### config.mk
export PLATFORM = sky130hd
export DESIGN_NAME = acc_feeder
export DESIGN_NICKNAME = d
export VERILOG_FILES = /design/src/rtl/acc_feeder_pkg.sv /design/src/rtl/acc_feeder_fifo.sv /design/src/rtl/acc_feeder.sv
export SDC_FILE = /design/constraint.sdc
export NUM_CORES = 1
export LEC_CHECK = 0
export CAP_MARGIN = 0
export CORE_ASPECT_RATIO = 1.1
export CORE_MARGIN = 2
export CORE_UTILIZATION = 30
export CTS_CLUSTER_DIAMETER = 30
export DETAILED_ROUTE_END_ITERATION = 6
export GPL_TIMING_DRIVEN = 0
export PLACE_DENSITY = 0.49
export SLEW_MARGIN = 20
export SYNTH_ARGS = -nofsm -noshare
export SYNTH_HDL_FRONTEND = slang
export SYNTH_SLANG_ARGS = --single-unit
### constraint.sdc
create_clock -name clk -period 5 [get_ports clk]
set_clock_uncertainty 0.15 [all_clocks]
set_input_delay 1 -clock clk [delete_from_list [all_inputs] [get_ports clk]]
set_output_delay 1 -clock clk [all_outputs]
set_load 0.005 [all_outputs]
### src/rtl/acc_feeder_pkg.sv
// Shared types and constants for the accelerator feeder.
package acc_feeder_pkg;

    typedef enum logic [3:0] {
        StIdle,
        StMmWait,
        StMmBurst,
        StMmGap,
        StFirTap,
        StFirWait,
        StFirData,
        StFirGap,
        StDone
    } state_e;

    localparam logic MODE_MM  = 1'b0;
    localparam logic MODE_FIR = 1'b1;

    localparam int unsigned MM_BURST_LEN = 12;
    localparam int unsigned FIR_TAPS     = 11;

endpackage

### src/rtl/acc_feeder_fifo.sv
// Synchronous input buffer with registered occupancy count and power-of-two wrapping pointers.
module acc_feeder_fifo #(
    parameter int unsigned DATA_WIDTH = 32,
    parameter int unsigned FIFO_DEPTH = 16
) (
    input  logic                        clk_i,
    input  logic                        rst_i,
    input  logic                        push_i,
    input  logic [DATA_WIDTH-1:0]       wdata_i,
    input  logic                        pop_i,
    output logic [DATA_WIDTH-1:0]       rdata_o,
    output logic [$clog2(FIFO_DEPTH):0] count_o,
    output logic                        full_o,
    output logic                        empty_o
);

    localparam int unsigned PtrW = $clog2(FIFO_DEPTH);
    localparam int unsigned CntW = PtrW + 1;

    logic [DATA_WIDTH-1:0] mem_q [FIFO_DEPTH];
    logic [PtrW-1:0]       wptr_q, wptr_d;
    logic [PtrW-1:0]       rptr_q, rptr_d;
    logic [CntW-1:0]       count_q, count_d;
    logic                  do_push;
    logic                  do_pop;

    assign full_o  = (count_q == CntW'(FIFO_DEPTH));
    assign empty_o = (count_q == '0);
    assign count_o = count_q;
    assign rdata_o = mem_q[rptr_q];

    // A push while full is still accepted when a pop frees the slot in the same cycle.
    assign do_pop  = pop_i & ~empty_o;
    assign do_push = push_i & (~full_o | do_pop);

    always_comb begin
        wptr_d  = wptr_q;
        rptr_d  = rptr_q;
        count_d = count_q + CntW'(do_push) - CntW'(do_pop);
        if (do_push) wptr_d = wptr_q + PtrW'(1);
        if (do_pop)  rptr_d = rptr_q + PtrW'(1);
    end

    always_ff @(posedge clk_i) begin
        if (rst_i) begin
            wptr_q  <= '0;
            rptr_q  <= '0;
            count_q <= '0;
        end else begin
            wptr_q  <= wptr_d;
            rptr_q  <= rptr_d;
            count_q <= count_d;
        end
    end

    always_ff @(posedge clk_i) begin
        if (do_push) mem_q[wptr_q] <= wdata_i;
    end

endmodule

### src/rtl/acc_feeder.sv
// Buffers a valid/ready word stream and replays it to the systolic core as MM bursts or
// FIR taps followed by spaced samples.
module acc_feeder
    import acc_feeder_pkg::*;
#(
    parameter int unsigned DATA_WIDTH = 32,
    parameter int unsigned FIFO_DEPTH = 16,
    parameter int unsigned MM_GAP     = 8,
    parameter int unsigned FIR_GAP    = 6
) (
    input  logic                  clk,
    input  logic                  rst,
    input  logic                  start,
    input  logic                  cfg_func_sel,
    input  logic [15:0]           cfg_count,
    input  logic [DATA_WIDTH-1:0] s_tdata,
    input  logic                  s_tvalid,
    output logic                  s_tready,
    output logic [DATA_WIDTH-1:0] acc_data_o,
    output logic                  acc_data_valid_o,
    output logic                  func_sel_o,
    output logic                  busy,
    output logic                  done
);

    localparam int unsigned CntW = $clog2(FIFO_DEPTH) + 1;

    state_e                state_q, state_d;
    logic [3:0]            phase_q, phase_d;
    logic [3:0]            gap_q, gap_d;
    logic [15:0]           job_q, job_d;
    logic                  func_sel_q, func_sel_d;
    logic [DATA_WIDTH-1:0] acc_data_q, acc_data_d;
    logic                  valid_q, valid_d;
    logic                  busy_q, busy_d;
    logic                  done_q, done_d;

    logic                  pop;
    logic [DATA_WIDTH-1:0] fifo_rdata;
    logic [CntW-1:0]       fifo_count;
    logic                  fifo_full;
    logic                  fifo_empty;

    assign s_tready = ~fifo_full;

    acc_feeder_fifo #(
        .DATA_WIDTH(DATA_WIDTH),
        .FIFO_DEPTH(FIFO_DEPTH)
    ) u_fifo (
        .clk_i  (clk),
        .rst_i  (rst),
        .push_i (s_tvalid & s_tready),
        .wdata_i(s_tdata),
        .pop_i  (pop),
        .rdata_o(fifo_rdata),
        .count_o(fifo_count),
        .full_o (fifo_full),
        .empty_o(fifo_empty)
    );

    always_ff @(posedge clk) begin
        if (rst) begin
            state_q    <= StIdle;
            phase_q    <= '0;
            gap_q      <= '0;
            job_q      <= '0;
            func_sel_q <= 1'b0;
            acc_data_q <= '0;
            valid_q    <= 1'b0;
            busy_q     <= 1'b0;
            done_q     <= 1'b0;
        end else begin
            state_q    <= state_d;
            phase_q    <= phase_d;
            gap_q      <= gap_d;
            job_q      <= job_d;
            func_sel_q <= func_sel_d;
            acc_data_q <= acc_data_d;
            valid_q    <= valid_d;
            busy_q     <= busy_d;
            done_q     <= done_d;
        end
    end

    // Words are popped on the edge that enters or advances an issuing phase, so each word
    // lands in the output register one cycle after the FIFO can supply it.
    always_comb begin
        state_d    = state_q;
        phase_d    = phase_q;
        gap_d      = gap_q;
        job_d      = job_q;
        func_sel_d = func_sel_q;
        pop        = 1'b0;
        unique case (state_q)
            StIdle: begin
                if (start) begin
                    func_sel_d = cfg_func_sel;
                    job_d      = cfg_count;
                    phase_d    = '0;
                    gap_d      = '0;
                    if (cfg_count == '0)            state_d = StDone;
                    else if (cfg_func_sel == MODE_FIR) state_d = StFirTap;
                    else                            state_d = StMmWait;
                end
            end
            StMmWait: begin
                if (fifo_count >= CntW'(MM_BURST_LEN)) begin
                    pop     = 1'b1;
                    phase_d = 4'd1;
                    state_d = StMmBurst;
                end
            end
            StMmBurst: begin
                pop = 1'b1;
                if (phase_q == 4'(MM_BURST_LEN - 1)) begin
                    phase_d = '0;
                    gap_d   = '0;
                    state_d = StMmGap;
                end else begin
                    phase_d = phase_q + 4'd1;
                end
            end
            StMmGap: begin
                if (gap_q == 4'(MM_GAP - 1)) begin
                    gap_d   = '0;
                    job_d   = job_q - 16'd1;
                    state_d = (job_q == 16'd1) ? StDone : StMmWait;
                end else begin
                    gap_d = gap_q + 4'd1;
                end
            end
            StFirTap: begin
                if (!fifo_empty) begin
                    pop = 1'b1;
                    if (phase_q == 4'(FIR_TAPS - 1)) begin
                        phase_d = '0;
                        state_d = StFirWait;
                    end else begin
                        phase_d = phase_q + 4'd1;
                    end
                end
            end
            StFirWait: begin
                if (!fifo_empty) begin
                    pop     = 1'b1;
                    state_d = StFirData;
                end
            end
            StFirData: begin
                // The cycle spent here is the first idle cycle of the gap (FIR_GAP >= 2).
                gap_d   = 4'd1;
                state_d = StFirGap;
            end
            StFirGap: begin
                if (gap_q == 4'(FIR_GAP - 1)) begin
                    gap_d   = '0;
                    job_d   = job_q - 16'd1;
                    state_d = (job_q == 16'd1) ? StDone : StFirWait;
                end else begin
                    gap_d = gap_q + 4'd1;
                end
            end
            StDone: state_d = StIdle;
            default: state_d = StIdle;
        endcase
    end

    always_comb begin
        acc_data_d = acc_data_q;
        valid_d    = pop;
        if (pop) acc_data_d = fifo_rdata;
        busy_d = (state_d != StIdle);
        done_d = (state_q == StDone);
    end

    assign acc_data_o       = acc_data_q;
    assign acc_data_valid_o = valid_q;
    assign func_sel_o       = func_sel_q;
    assign busy             = busy_q;
    assign done             = done_q;

endmodule

Yosys cells after proc, flatten, opt, wreduce, memory -nomap -nowiden --
Memories as Yosys holds them, arrays and structs flattened. A register that Yosys moved wholly into a read port is not among the register bits. Cells that the tools add are included.
Storage, ports and cells: bits in latches 0, memories 1, input bits 53, RAM bits 512, register bits after elaboration 45, memory bits (read-only) 0
Operators by class: shift-type cells 0, add/sub/neg operators 7, equality and inequality tests 20, reduce and logical (&&, ||, !) cells 12, mux-type cells 32, $mul 0, div/mod/pow operators 0, $lt $le $gt $ge 1, bitwise logic cells 6
Memories:
- u_fifo.mem_q | depth 16, width 32, read ports 1, clocked after Yosys merged registers in 1, write ports 1, line acc_feeder_fifo.sv:20 | logic [DATA_WIDTH-1:0] mem_q [FIFO_DEPTH];
Operators by type and width (number):
- 4-bit two-way mux | 19
- 16-bit two-way mux | 3
- 16-bit one-hot mux with 3 select lines | 1
- 4-bit one-hot mux with 8 select lines | 1
- 4-bit by 3-bit equality test with 1-bit output, second input constant | 6
- 4-bit one-hot mux with 5 select lines | 1
- 4-bit by 1-bit adder with 4-bit output, second input constant | 4
- 16-bit by 1-bit equality test with 1-bit output, second input constant | 1
- 16-bit logical NOT | 1
- 4-bit one-hot mux with 4 select lines | 1
- 16-bit by 1-bit subtractor with 16-bit output, second input constant | 1
- 4-bit equality test, second input constant | 3
- 2-bit != test, second input constant | 6
- 4-bit by 2-bit equality test with 1-bit output, second input constant | 2
- 4-bit AND reduction | 2
- 4-bit nonzero test | 2
- 5-bit by 1-bit adder with 5-bit output | 1
- 5-bit equality test, second input constant | 1
- 5-bit by 4-bit greater-or-equal comparator with 1-bit output, second input constant | 1
- 5-bit logical NOT | 1
- 5-bit nonzero test | 1
- 5-bit by 1-bit subtractor with 5-bit output | 1
- 4-bit by 1-bit equality test with 1-bit output, second input constant | 1
- 4-bit logical NOT | 1
- 10 further kinds | 16

Logic depth before layout (Yosys ltp) --
depth after elaboration 8, mapped depth 14, depth with buffers taken out 14

Cells and area by module --
A second synthesis with hierarchy kept.
Second synthesis, totals: cell total of the unflattened synthesis 1306, area total of the unflattened synthesis 23208.5 sq um
Modules (own cells, without submodules):
- acc_feeder_fifo | instances 1, cells an instance 894, area an instance 20045.5 sq um, sequential area each 15715.1 sq um
- acc_feeder | instances 1, cells an instance 412, area an instance 3163.0 sq um, sequential area each 1281.2 sq um

Least setup slack after synthesis --
No wires, ideal clock.
path type input to register, start point input s_tvalid, end point memory u_fifo.mem_q[3][0] (enable), stages 4, data required time 4389 ps, setup time 461 ps, arrival 3759 ps, path buffers 1, slack 630 ps, cell sequence and2_1 > clkbuf_1 > nand2_1 > nor3_1
On the way: longest elaborated chain between the ends 4
Ends and longest elaborated chain:
- from (decl) | line acc_feeder.sv:17 | input logic s_tvalid,
- 1-bit bitwise AND | line acc_feeder.sv:52 | .push_i (s_tvalid & s_tready),
- 1-bit bitwise AND | line acc_feeder_fifo.sv:34 | assign do_push = push_i & (~full_o | do_pop);
- via u_fifo.do_push | line acc_feeder_fifo.sv:24 | logic do_push;
- 1-bit two-way mux | line acc_feeder_fifo.sv:57 | if (do_push) mem_q[wptr_q] <= wdata_i;
- 1-bit two-way mux (not written as such) | line acc_feeder_fifo.sv:57
- to (decl) | line acc_feeder_fifo.sv:20
The timed path passes the listed nets, and every way through them passes these cells.

Worst setup path in the final report --
start point register u_fifo.count_q[4], in the netlist u_fifo.count_o[4], end point register u_fifo.count_q[4], in the netlist u_fifo.count_o[4]
On the way: longest elaborated chain between the ends 8, elaborated cells on any way between the ends 14, those cells by class add/sub: 2; order compare: 1; eq/ne: 1; mux: 3; bitwise: 6; reduce/logical: 1
Ends and longest elaborated chain:
- from (decl) | line acc_feeder_fifo.sv:23 | logic [CntW-1:0] count_q, count_d;
- from (signal assigned) | line acc_feeder_fifo.sv:52 | count_q <= count_d;
- 5-bit by 4-bit greater-or-equal comparator with 1-bit output / 5-bit logical NOT (equally long branches) | line acc_feeder.sv:107, acc_feeder_fifo.sv:28
- 1-bit two-way mux (on tied branches) | line acc_feeder.sv:107, acc_feeder.sv:133, acc_feeder.sv:144
- 1-bit one-hot mux with 3 select lines | line acc_feeder.sv:94 | unique case (state_q)
- 1-bit bitwise AND | line acc_feeder_fifo.sv:33 | assign do_pop = pop_i & ~empty_o;
- 1-bit OR | line acc_feeder_fifo.sv:34
- 1-bit bitwise AND | line acc_feeder_fifo.sv:34
- 5-bit by 1-bit adder with 5-bit output | line acc_feeder_fifo.sv:39 | count_d = count_q + CntW'(do_push) - CntW'(do_pop);
- 5-bit by 1-bit subtractor with 5-bit output (*) | line acc_feeder_fifo.sv:39
Every way passes the cells marked *; elsewhere a longest branch is shown, timed or not. A chain may end at the register's enable or synchronous reset.

==> metrics <==
EDFF count, synth 512; Fmax approximately 270 MHz; endpoint of the worst hold path job_q[14]$_SDFFE_PP0P_; # IOs 90; synthesized flop and latch total a little under 600; clock sink total 589; Sequential Area roughly 17,000 µm²; Fill cells between 6,000 and 7,000; Distinct cells, synth 63; post-synth top area cell edfxtp_1; DR WL/cell 23.2 µm; Worst path max stage delay 0.80 ns; full die area 79,300 µm²; post-cts resize count 0; Synth Flop Type edfxtp_1; H-Tree Depth 3; TritonCTS clock tree done; critical path required time 5.37 ns; clock tree buffer depth 3; Root Buffer clkbuf_16; Port-buffer cells 88; top post-synthesis cells by count edfxtp_1 (512), mux4_2 (128), dfxtp_1 (77); Initial Util 30.4%; height of the die about 300 µm; via count 13,000; Synth area leaders edfxtp_1 (66%), mux4_2 (12%), dfxtp_1 (6.7%); Total Wirelength between 60 and 70 mm; Post-Syn Area per Cell 18.5 µm²; post-route DRC violation count 0; n_diodes 0; most frequent cell after synthesis edfxtp_1; Final Cycle Share 74.0%; reg2reg end u_fifo.count_o[4]$_SDFF_PP0_; Pins Over Slew Limit 0; Syn Inst Count 1,253; status complete, no violations; layout cells sized above 1 25.7%; number of global-route vias before repair approximately 14,000; Power Dens Cells between 500 and 600 nW/µm²; hold buffers post-CTS 0; final instance area 30,400 µm²; DP HPWL 40.0 mm; R2R Path Start u_fifo.count_o[4]$_SDFF_PP0_; antenna violations before repair 4; largest net degree at the start of global routing 18; final setup fails 0; HP Class flop to flop; min Tclk post-route 3.70 ns; remaining global-route overflow 0; DRT Pass-1 Iters 5; Area Overhead vs Synth 31.6%; min-delay src job_q[14]$_SDFFE_PP0P_; crit path launch type flop; Pleak 9.87 nW; reg2reg setup slack around 1.3 ns; die width 269 µm; WHS Path Cells 2; Vias/cell between 4 and 5; Yosys top cell area share between 60% and 70%; Total Routing Usage GR 15.6%; ys async rst share 0%; pre-CTS setup slack 1.02 ns; worst-margin pin slew 1.03 ns; antenna-violating nets left 0; worst-skew pair later-pin latency 0.67 ns; RSZ-0062 raised after global routing false; Mapped Area 23,100 µm²; WHS 0.324 ns; Max IR drop VDD 0.000274 V; Final Worst Setup Slack between 1 and 1.5 ns; footprint of the multi-input gates 5930 µm²; Final #Nets 1,582; CTS buffer count 121; Syn Nets between 1,000 and 1,500; Seq/Total Area, Yosys 73.2%; final count of hold timing violations 0; Placed Area 26,100 µm²; Post-CTS Setup Inserts 0; CP max stage cell o31ai_1; GPL Wtd Cong 0.816; Max-slew headroom between 30% and 40%; first-pass GRT wire length between 90 and 100 mm; CP endpoint kind flop; cells along the critical path inv_1 > ha_1 > a21oi_1 > a21oi_1 > o31ai_1 > nand2b_1 > o21ai_0 > ha_1 > fa_1 > a21oi_1 > nor2_1 > nor2_1 > xor2_1 > nor2_1; Initial DRC Count 1,071; worst-path maximum fanout 7; Register-to-Register Path Depth 14; critical path type flop to flop; final core occ approximately two fifths; CP Data Arrival Time 4.07 ns; Synth Warn # 0; CTS clk-pin slew, worst paths 0.04 ns; max_cap viols 0; std cell rows 106; CORE AREA 76,100 µm²
cells by family (layout without fill, tap and decap cells):
family          count (synthesis)  after routing  share of synthesized area (%)
compound gates                203            203                           6.17
xor+xnor                        7              7                          0.265
fa+ha+maj                      21             21                           1.17
buf+inv                        92            453                           1.68
flops                         589            589                           73.2
mux                           132            132                           12.6
simple gates                  209            209                           4.91
flip-flops by register name, indices dropped and copies added, names as in the netlist:
register          cells
func_sel_o            1
acc_data_valid_o      1
u_fifo.count_o        5
busy                  1
phase_q               4
u_fifo.rptr_q         4
done                  1
gap_q                 4
job_q                16
u_fifo.mem_q        512
state_q               4
acc_data_o           32
u_fifo.wptr_q         4
worst max-delay path, delay by kind of cell (launching register included):
family                   cells  cell delay [ns]
AO/OA/AOI/OAI                5             1.51
adder cells (fa/ha/maj)      3             0.83
AND/OR/NAND/NOR              4             0.48
flip-flops                   1             0.38
XOR/XNOR                     1             0.15
buffers and inverters        1             0.06
worst max path at each step:
| stage | startpoint | endpoint | slack (ns) | cells past startpoint |
|---|---|---|---|---|
| floorplan | s_tvalid | u_fifo.mem_q[3][0]$_DFFE_PP_ | 0.63 | 4 |
| global placement | s_tvalid | u_fifo.mem_q[3][1]$_DFFE_PP_ | -3.42 | 5 |
| detailed placement | s_tvalid | u_fifo.mem_q[2][1]$_DFFE_PP_ | 1.02 | 7 |
| CTS | u_fifo.count_o[4]$_SDFF_PP0_ | u_fifo.count_o[4]$_SDFF_PP0_ | 1.28 | 14 |
| global route | u_fifo.count_o[4]$_SDFF_PP0_ | u_fifo.count_o[4]$_SDFF_PP0_ | 1.02 | 14 |
| finish | u_fifo.count_o[4]$_SDFF_PP0_ | u_fifo.count_o[4]$_SDFF_PP0_ | 1.30 | 14 |
final cells by class:
type,instances,share of cell area [%]
Inverter,16,0.197
Buffer,76,1.08
Timing Repair Buffer,132,5.34
Tap cell,1026,4.22
Clock inverter,90,3.67
Sequential cell,589,55.6
Multi-Input combinational cell,572,19.5
Clock buffer,139,10.4
stage by stage:
stage                     instances  power, mW  setup TNS (ns)
final                          2640       16.3               0
after global routing           2640       16.9               0
after CTS                      2640       16.5               0
after detailed placement       2411       8.13               0
after global placement         2367       8.07         -795.37
after floorplan                1253       7.26               0
report_power, final:
part	internal (mW)	switching (mW)
Combinational	1.07	1.20
Sequential	5.62	0.127
Clock	5.70	2.60
Total	12.4	3.92
placed cells by master, fill, tap and decap left out, drive strengths merged, types with 5 or more instances in the layout:
cell           synthesis  routed
o31ai                  5       5
a21oi                 35      35
o22ai                 34      34
or3                    7       7
nor4                   7       7
nand2                 31      31
a211oi                 8       8
clkinv                 0      54
buf                   32      76
bufinv                 0      23
dfxtp                 77      77
o21ai                 30      30
inv                   16      22
clkdlybuf4s50          0      88
nor2b                  8       8
edfxtp               512     512
nor2                  57      57
clkbuf                44     183
ha                    20      20
nand3                 11      11
a22o                  35      35
clkinvlp               0       7
mux4                 128     128
nor3                   9       9
nand2b                46      46
a221oi                32      32
routing by layer:
layer	routed length (µm)	vias to the layer above	GRT usage (%)
met3	2980	93	3.18
met2	30200	344	25.9
li1	-	5689	-
met5	34	-	0
met4	1330	6	5.35
met1	26700	6866	20.3
Power figures use the tool's default switching activity.
